<file path="src/rtl/bm_mem_arbiter.sv">
// -----------------------------------------------------------------------------
// bm_mem_arbiter
//
// Round-robin, burst-locked arbiter that shares the single-port bin memory
// between the Bin_Manager sub-units. The index map of the requesters is:
// 0 = read bin info, 1 = load bin, 2 = update bin, 3 = backtrack across bin.
//
// A grant is held for a whole burst, up to and including the beat that carries
// last_i. Each grant change is followed by a one-cycle bubble with no grant.
// Read data is routed back to the requester that issued the read by a tag
// pipeline. Its length matches the memory read latency, so the grant can move
// on while reads are still in flight.
//
// Ports:
//   clk          clock
//   rst          asynchronous reset, active low
//   req_i        per-requester beat request, level-held while a beat is pending
//   last_i       final beat of a burst (qualified by req_i)
//   we_i         beat is a write (1) or a read (0)
//   addr_i       packed beat addresses, slice k belongs to requester k
//   wdata_i      packed write data, slice k belongs to requester k
//   gnt_o        one-hot grant, held for the whole burst
//   rvalid_o     one-hot read-data-valid, one pulse per read beat
//   rdata_o      read data common to all requesters (qualified by rvalid_o)
//   mem_en_o     memory access strobe
//   mem_we_o     memory write enable
//   mem_addr_o   memory address
//   mem_wdata_o  memory write data
//   mem_rdata_i  memory read data, valid RD_LATENCY cycles after the strobe
//   busy_o       FSM not idle, or a read still in flight
// -----------------------------------------------------------------------------
module bm_mem_arbiter #(
    parameter int NUM_REQ    = 4,
    parameter int WIDTH_ADDR = 16,
    parameter int WIDTH_DATA = 32,
    parameter int RD_LATENCY = 2
) (
    input  logic                          clk,
    input  logic                          rst,
    input  logic [NUM_REQ-1:0]            req_i,
    input  logic [NUM_REQ-1:0]            last_i,
    input  logic [NUM_REQ-1:0]            we_i,
    input  logic [NUM_REQ*WIDTH_ADDR-1:0] addr_i,
    input  logic [NUM_REQ*WIDTH_DATA-1:0] wdata_i,
    output logic [NUM_REQ-1:0]            gnt_o,
    output logic [NUM_REQ-1:0]            rvalid_o,
    output logic [WIDTH_DATA-1:0]         rdata_o,
    output logic                          mem_en_o,
    output logic                          mem_we_o,
    output logic [WIDTH_ADDR-1:0]         mem_addr_o,
    output logic [WIDTH_DATA-1:0]         mem_wdata_o,
    input  logic [WIDTH_DATA-1:0]         mem_rdata_i,
    output logic                          busy_o
);

    localparam int IDX_W = $clog2(NUM_REQ);

    // The position arithmetic needs one extra bit. The sum base + offset can
    // reach 2*(NUM_REQ-1) before it wraps.
    localparam logic [IDX_W:0] NUM_REQ_W = (IDX_W+1)'(NUM_REQ);
    localparam logic [IDX_W:0] LAST_IDX  = (IDX_W+1)'(NUM_REQ - 1);

    typedef enum logic [1:0] {
        ST_IDLE,
        ST_BURST,
        ST_SWITCH
    } state_t;

    state_t                 state_q, state_d;
    logic [NUM_REQ-1:0]     gnt_d;
    logic [IDX_W-1:0]       last_gnt_q, last_gnt_d;
    logic [IDX_W-1:0]       gnt_idx;
    logic                   beat;

    logic [2*NUM_REQ-1:0]   req_dbl;
    logic [NUM_REQ-1:0]     arb_rot;
    logic [IDX_W:0]         arb_base;
    logic [IDX_W:0]         arb_pos;
    logic                   arb_found;
    logic [IDX_W-1:0]       arb_idx;
    logic [NUM_REQ-1:0]     arb_onehot;

    logic [RD_LATENCY-1:0]             tag_vld;
    logic [RD_LATENCY-1:0][IDX_W-1:0]  tag_id;

    // -------------------------------------------------------------------------
    // Round-robin pick: the first set request at or after last_gnt+1, with
    // wrap-around. The doubled request vector is rotated so that the
    // preferred requester lands in bit 0. A fixed-priority scan then finds it.
    // -------------------------------------------------------------------------
    assign req_dbl = {req_i, req_i};

    always_comb begin
        // NOTE: every variable gets a default before any branch. An assignment
        // missing on some path would infer a latch.
        arb_found = 1'b0;
        arb_idx   = '0;
        arb_pos   = '0;
        arb_base  = ({1'b0, last_gnt_q} == LAST_IDX) ? '0
                                                      : ({1'b0, last_gnt_q} + 1'b1);
        arb_rot   = NUM_REQ'(req_dbl >> arb_base);
        for (int j = 0; j < NUM_REQ; j++) begin
            if (!arb_found && arb_rot[j]) begin
                arb_found = 1'b1;
                arb_pos   = arb_base + (IDX_W+1)'(j);
                if (arb_pos >= NUM_REQ_W) begin
                    arb_pos = arb_pos - NUM_REQ_W;
                end
                arb_idx = arb_pos[IDX_W-1:0];
            end
        end
    end

    assign arb_onehot = NUM_REQ'(1) << arb_idx;

    // Convert the registered one-hot grant to an index.
    always_comb begin
        gnt_idx = '0;
        for (int k = 0; k < NUM_REQ; k++) begin
            if (gnt_o[k]) begin
                gnt_idx = IDX_W'(k);
            end
        end
    end

    // A beat moves in every cycle where the granted requester is asking.
    assign beat = |(gnt_o & req_i);

    // -------------------------------------------------------------------------
    // FSM: state register
    // -------------------------------------------------------------------------
    always_ff @(posedge clk or negedge rst) begin
        if (!rst) begin
            // NOTE: sequential state uses non-blocking assignments only, so
            // every register samples values from before the clock edge.
            state_q    <= ST_IDLE;
            gnt_o      <= '0;
            last_gnt_q <= IDX_W'(NUM_REQ - 1);
        end else begin
            state_q    <= state_d;
            gnt_o      <= gnt_d;
            last_gnt_q <= last_gnt_d;
        end
    end

    // -------------------------------------------------------------------------
    // FSM: next state and next grant
    // -------------------------------------------------------------------------
    always_comb begin
        state_d    = state_q;
        gnt_d      = gnt_o;
        last_gnt_d = last_gnt_q;
        unique case (state_q)
            // IDLE and SWITCH arbitrate in the same way. In SWITCH the grant
            // register already holds zero, and that zero is the bubble cycle.
            ST_IDLE, ST_SWITCH: begin
                if (arb_found) begin
                    gnt_d   = arb_onehot;
                    state_d = ST_BURST;
                end else begin
                    gnt_d   = '0;
                    state_d = ST_IDLE;
                end
            end
            ST_BURST: begin
                // If the requester stalls (req_i low, no last_i), the grant is
                // simply held.
                if (beat && last_i[gnt_idx]) begin
                    last_gnt_d = gnt_idx;
                    gnt_d      = '0;
                    state_d    = ST_SWITCH;
                end
            end
            default: begin
                gnt_d   = '0;
                state_d = ST_IDLE;
            end
        endcase
    end

    // -------------------------------------------------------------------------
    // Memory port. It is driven from the granted requester's slices and is
    // forced to zero when no beat is moving.
    // -------------------------------------------------------------------------
    always_comb begin
        mem_en_o    = beat;
        mem_we_o    = 1'b0;
        mem_addr_o  = '0;
        mem_wdata_o = '0;
        if (beat) begin
            mem_we_o    = we_i[gnt_idx];
            mem_addr_o  = addr_i[gnt_idx*WIDTH_ADDR +: WIDTH_ADDR];
            mem_wdata_o = wdata_i[gnt_idx*WIDTH_DATA +: WIDTH_DATA];
        end
    end

    // -------------------------------------------------------------------------
    // Tag pipeline. There is one {valid, id} stage per cycle of read latency.
    // The final stage therefore lines up with mem_rdata_i for the beat that
    // launched it, whatever the grant has done since.
    // -------------------------------------------------------------------------
    always_ff @(posedge clk or negedge rst) begin
        if (!rst) begin
            // NOTE: these registers are reset on purpose. They are control
            // state, not storage, and a reset during a burst must not leave a
            // stale read that would raise rvalid_o after release.
            tag_vld <= '0;
            tag_id  <= '0;
        end else begin
            tag_vld[0] <= mem_en_o & ~mem_we_o;
            tag_id[0]  <= gnt_idx;
            for (int i = 1; i < RD_LATENCY; i++) begin
                tag_vld[i] <= tag_vld[i-1];
                tag_id[i]  <= tag_id[i-1];
            end
        end
    end

    always_comb begin
        rvalid_o = '0;
        for (int k = 0; k < NUM_REQ; k++) begin
            rvalid_o[k] = tag_vld[RD_LATENCY-1] && (tag_id[RD_LATENCY-1] == IDX_W'(k));
        end
    end

    assign rdata_o = mem_rdata_i;
    assign busy_o  = (state_q != ST_IDLE) || (|tag_vld);

endmodule
</file>
<file path="config.mk">
export PLATFORM = sky130hd
export DESIGN_NAME = bm_mem_arbiter
export DESIGN_NICKNAME = d
export VERILOG_FILES = /design/src/rtl/bm_mem_arbiter.sv
export SDC_FILE = /design/constraint.sdc
export NUM_CORES = 1
export LEC_CHECK = 0
export ABC_AREA = 1
export BUFFER_PORTS_ARGS = -buffer_cell sky130_fd_sc_hd__buf_2
export CAP_MARGIN = 0
export CORE_AREA = 3 3 126 128
export CTS_CLUSTER_DIAMETER = 120
export CTS_CLUSTER_SIZE = 12
export DETAILED_ROUTE_END_ITERATION = 8
export DIE_AREA = 0 0 129 131
export PLACE_DENSITY = 0.5
export SLEW_MARGIN = 5
export SYNTH_ARGS = -nofsm -noshare
export SYNTH_HDL_FRONTEND = slang
export SYNTH_SLANG_ARGS = --single-unit
</file>
<file path="constraint.sdc">
create_clock -name clk -period 2.8 [get_ports clk]
set_clock_uncertainty 0.2 [all_clocks]
set_input_delay 0.56 -clock clk [delete_from_list [all_inputs] [get_ports clk]]
set_output_delay 0.56 -clock clk [all_outputs]
set_load 0.005 [all_outputs]
</file>
## Word level (Yosys, flattened, before mapping)

Index checks and enable logic that the tools add are counted.

| storage, ports and cells | value |
|---|---|
| register bits | 14 |
| input port bits | 238 |
| output and inout bits | 91 |
| logic and storage cells | 81 |

| cells by class | value |
|---|---|
| add/sub/neg operators | 8 |
| order comparisons | 5 |
| eq/ne operators | 7 |
| shift operators | 4 |
| muxes and demuxes | 29 |
| bitwise operators | 3 |
| reduce and logical (&&, ||, !) cells | 19 |

Operators by type and width:

| operator | number |
|---|---|
| indexed part select 128 x 8 -> 32 bit | 1 |
| indexed part select 64 x 7 -> 16 bit | 1 |
| 2-to-1 mux 32 bit | 1 |
| 2-to-1 mux 2 bit | 11 |
| 2-to-1 mux 16 bit | 1 |
| greater-or-equal comparator 3 bit, second input constant | 4 |
| 2-to-1 mux 1 bit | 9 |
| == test 2 bit, second input constant | 4 |
| logical AND 1 bit | 8 |
| 2-to-1 mux 4 bit | 2 |
| one-hot mux 4 bit (2 select lines) | 1 |
| >> shifter 8 x 3 -> 4 bit | 1 |
| subtractor 2 x 1 -> 2 bit, second input constant | 4 |
| adder 3 x 2 -> 3 bit, second input constant | 2 |
| AND 4 bit | 1 |
| binary-select mux 1 bit (select 2 bit) | 2 |
| == test 2 x 1 -> 1 bit, second input constant | 2 |
| zero test 2 bit | 2 |
| one-hot mux 2 bit (2 select lines) | 1 |
| OR reduction 2 bit | 2 |
| OR reduction 4 bit | 1 |
| left shift 1 x 2 -> 4 bit, first input constant | 1 |
| adder 2 x 1 -> 3 bit, second input constant | 1 |
| adder 3 x 1 -> 3 bit, second input constant | 1 |
| other kinds (9) | 11 |

## Logic depth before layout (Yosys ltp)

| logic depth | value |
|---|---|
| word-level depth | 16 |
| mapped depth | 13 |
| gate-level depth less buffers | 13 |

## Worst setup path before layout

OpenSTA, ideal clock, no wires.

| timing path | value |
|---|---|
| path kind | register to output |
| start | register gnt_o[2] |
| end | output port mem_addr_o[0] |
| arrival | 1,307 ps |
| required time | 2,040 ps |
| path slack | 733 ps |
| cell stages (with the launch flop) | 8 |
| buffers on the path | 2 |
| cell sequence | dfrtp_1 nor2_4 inv_2 buf_2 buf_2 nor2_1 o21ai_1 a21oi_1 |

| on the way | value |
|---|---|
| longest elaborated chain between the ends | 4 |
| elaborated cells between the ends (all ways) | 6 |
| classes of those cells | shift (1); mux (3); bitwise (1); reduce/logical (1) |

RTL lines:

| what | line | text |
|---|---|---|
| from (decl) | 45 | `output logic [NUM_REQ-1:0] gnt_o,` |
| from (signal assigned) | 141 | `gnt_o <= gnt_d;` |
| 2-to-1 mux 2 bit (2 in series) | 120 | `if (gnt_o[k]) begin` |
| indexed part select 64 x 7 -> 16 bit | 192 | `mem_addr_o = addr_i[gnt_idx*WIDTH_ADDR +: WIDTH_ADDR];` |
| 2-to-1 mux 16 bit * | 190 | `if (beat) begin` |
| to (decl) | 50 | `output logic [WIDTH_ADDR-1:0] mem_addr_o,` |

Every way passes the cells marked *; elsewhere a longest branch is shown, timed or not.

## Final worst setup path

| timing path | value |
|---|---|
| start | register gnt_o[2] |
| end | output port mem_we_o |

| on the way | value |
|---|---|
| longest elaborated chain between the ends | 5 |
| elaborated cells between the ends (all ways) | 7 |
| classes of those cells | mux (5); bitwise (1); reduce/logical (1) |

RTL lines:

| what | line | text |
|---|---|---|
| 2-to-1 mux 2 bit (2 in series) | 120 |  |
| binary-select mux 1 bit (select 2 bit) | 191 | `mem_we_o = we_i[gnt_idx];` |
| 2-to-1 mux 1 bit (not written as such) | 191 |  |
| 2-to-1 mux 1 bit * | 190 |  |
| to (decl) | 49 | `output logic mem_we_o,` |

Every way passes the cells marked *; elsewhere a longest branch is shown, timed or not. The select of a mux whose other input is x is not followed.

==> impl_metrics.py <==
metrics = {
    "outcome": {
        "run_status": "finished, final reports clean",
    },
    "worst_hold_path": {
        "min_path_type": "in2async",
    },
    "timing": {
        "finalSetupViolCount": 0,
        "slew_headroom": 0.611,
        "slew_violations": 0,
        "finalHoldViolations": 0,
        "period_minus_slack_ns": 2.68,
        "worstMarginPinSlew_ns": 0.584,
        "period_share": 0.956,
        "finalWorstSetupSlack_ns": 0.124,
        "rsz0062_at_grt": "no",
        "tns_ns": 0,
        "fmax_mhz": 374,
    },
    "power": {
        "irDropWorstVdd_v": 0.000316,
        "power_density_mw_per_mm2": 788,
        "p_leak_nw": 2.28,
    },
    "floorplanning": {
        "pin_count": 329,
        "start_util": 0.186,
        "coreArea_sq_mm": 0.0150,
        "die_w_microns": 129,
        "dieHeight_microns": 131,
        "die-area_sq_mm": 0.0169,
        "std_cell_rows": 45,
    },
    "worst_setup_path": {
        "cp.arrival_ns": 1.92,
        "startpoint_type": "flop",
        "crit_slowest_cell": "dfrtp_1",
        "crit_fanout": 52,
        "end_kind": "output port",
        "crit_chain": "nor2_4 -> buf_6 -> o32a_1 -> and2_1 -> inv_1 -> nor2_1 -> buf_2",
        "cpPeakStageDelay_ns": 0.47,
        "worstPathRequired_ns": 2.04,
        "worstSetupPathType": "reg2out",
    },
    "global_route": {
        "grtUsageMet2": 0.259,
        "top_usage_layer": "met2",
        "first_global_vias": 3823,
        "grt_max_degree": 53,
        "grt_pass1_wl_mm": 19.7,
        "globalRouteOverflowTotal": 0,
        "grtUsageMet3": 0.0211,
        "grt_antenna_before_repair": 0,
        "grt_use_total": 0.146,
        "met1_usage": 0.183,
    },
    "cts": {
        "root_buffer": "clkbuf_16",
        "path_clk_slew_ns": 0.05,
        "htree_levels": 1,
        "clockBufferDepth": 2,
        "clock_sinks": 14,
        "clock_latency_ns": 0.24,
        "post_cts_buffers": 0,
        "cts_tree": "done",
        "cts_buffers": 3,
    },
    "routing": {
        "drtAntennaViolNets": 0,
        "firstDrtPassIters": 5,
        "vias": 4188,
        "routed_wl_mm": 13.9,
        "wire_per_inst_microns": 14.9,
        "viasPerCell": 4.47,
        "initialDrtViolationCount": 211,
        "drcViolationCount": 0,
    },
    "synth": {
        "async_flop_share": 1.00,
        "synth_flop_cell": "dfrtp_1",
        "synth_area_sq_mm": 0.00278,
        "yosysWarnings": 0,
        "synth_area_per_cell_sq_um": 5.17,
        "synth_nets": 777,
        "yosysSeqAreaShare": 0.127,
        "synth_cells": 538,
        "synth_most_common_cell": "nor2_1",
        "netlist.area_leader.share": 0.269,
        "ys_ff_latch": 14,
        "ys_top_cells_by_area": "nor2_1, o21ai_0, dfrtp_1",
        "synth-edff-count": 0,
        "synth_cell_types": 29,
        "yosys.area.top_type": "nor2_1",
        "synthTopCellsByCount": "nor2_1, o21ai_0, a21oi_1, nand2_1, buf_4",
    },
    "layout": {
        "layout.nets": 988,
        "diodes": 0,
        "final_area_sq_mm": 0.00415,
        "drive_above_1_share": 0.402,
        "syn2layout_area_growth_pct": 49.4,
    },
    "place": {
        "place_area_sq_mm": 0.00407,
        "gp_congestion": 0.816,
        "dp_hpwl_mm": 10.6,
        "portBuffers": 264,
        "pre_cts_ws_ns": 0.291,
    },
    "job": {
        "max-cap-violations": 0,
    },
}
-- repair_timing --
action | in CTS | in global routing
hold buffers | 0 | 0
setup endpoints to repair | 0 | 41
gates resized for setup | 0 | 3
-- worst paths after layout --
kind | cells past startpoint | slack, ns | from | endpoint
setup / recovery | 7 | 0.12 | gnt_o[2] | mem_we_o
hold / removal | 1 | 0.007 | rst | state_q[0]
setup reg to reg | 9 | 0.61 | last_gnt_q[0] | gnt_o[0]
hold reg to reg | 0 | 0.14 | tag_id[0] | tag_id[2]
max in group asynchronous | 1 | 2.10 | rst | last_gnt_q[0]
min in group clk | 0 | 0.14 | tag_id[0] | tag_id[2]
-- logic make-up (layout without fill, tap and decap cells) --
| logic type | count (synthesis) | in the layout | share of synthesized area |
|---|---|---|---|
| buf+inv | 91 | 301 | 0.175 |
| compound gates | 156 | 156 | 0.290 |
| flops | 14 | 14 | 0.127 |
| fa+ha+maj | 1 | 1 | 0.00450 |
| simple gates | 275 | 275 | 0.401 |
| xor+xnor | 1 | 1 | 0.00315 |
-- placed cells by master (no fill, tap or decap), types with 2 or more instances in the layout --
| cell | count |
|---|---|
| a21oi_1 | 50 |
| buf_12 | 4 |
| buf_2 | 264 |
| buf_4 | 6 |
| clkbuf_16 | 3 |
| dfrtp_1 | 11 |
| dfstp_2 | 2 |
| inv_1 | 14 |
| inv_2 | 7 |
| nand2_1 | 39 |
| nand2_2 | 6 |
| nand3_1 | 18 |
| nand3b_1 | 2 |
| nor2_1 | 199 |
| nor2_4 | 2 |
| nor3_1 | 4 |
| o21ai_0 | 86 |
| o21ai_1 | 14 |
| o22ai_1 | 3 |
-- report_power, final --
| group | switching [mW] | internal [mW] |
|---|---|---|
| Clock | 0.0810 | 0.192 |
| Sequential | 0.0562 | 0.286 |
| Combinational | 1.67 | 0.988 |
| Total | 1.81 | 1.47 |
-- metal layers --
| metal | share of wire | vias up |
|---|---|---|
| met5 | 0 | - |
| met4 | 0.023 | 0 |
| met3 | 0.070 | 21 |
| met2 | 0.49 | 194 |
| met1 | 0.42 | 1837 |
| li1 | - | 2136 |
-- area by class of cell --
class	instances	area, sq um
clock buffers	4	78.8
fillers	1804	10800
flip-flops and latches	14	354
multi-input cells	433	1940
repair buffers	275	1460
well taps	188	235
inverters	22	85.1
-- stage by stage --
step / total power, mW / cells / hold WS, ns / utilization
3_5_place_dp: 3.01 / 932 / 0.136 / 0.272
4_1_cts: 3.30 / 936 / 0.0165 / 0.277
5_1_grt: 3.65 / 936 / 0.0315 / 0.277
3_3_place_gp: 3.02 / 932 / 0.133 / 0.272
6_report: 3.27 / 936 / 0.00709 / 0.277
2_1_floorplan: 2.03 / 538 / 0.0644 / -
-- critical path: cells and delay by family, from the launching register on --
family                 cells  cell delay, ns
buffers and inverters      3            0.58
DFF                        1            0.47
and+or+nand+nor            3            0.40
AOI/OAI and AO/OA          1            0.22
-- state kept, by name (all words and copies together), names as in the netlist --
name        count
last_gnt_q      2
tag_vld         2
tag_id          4
state_q         2
gnt_o           4
Power figures use the tool's default switching activity.
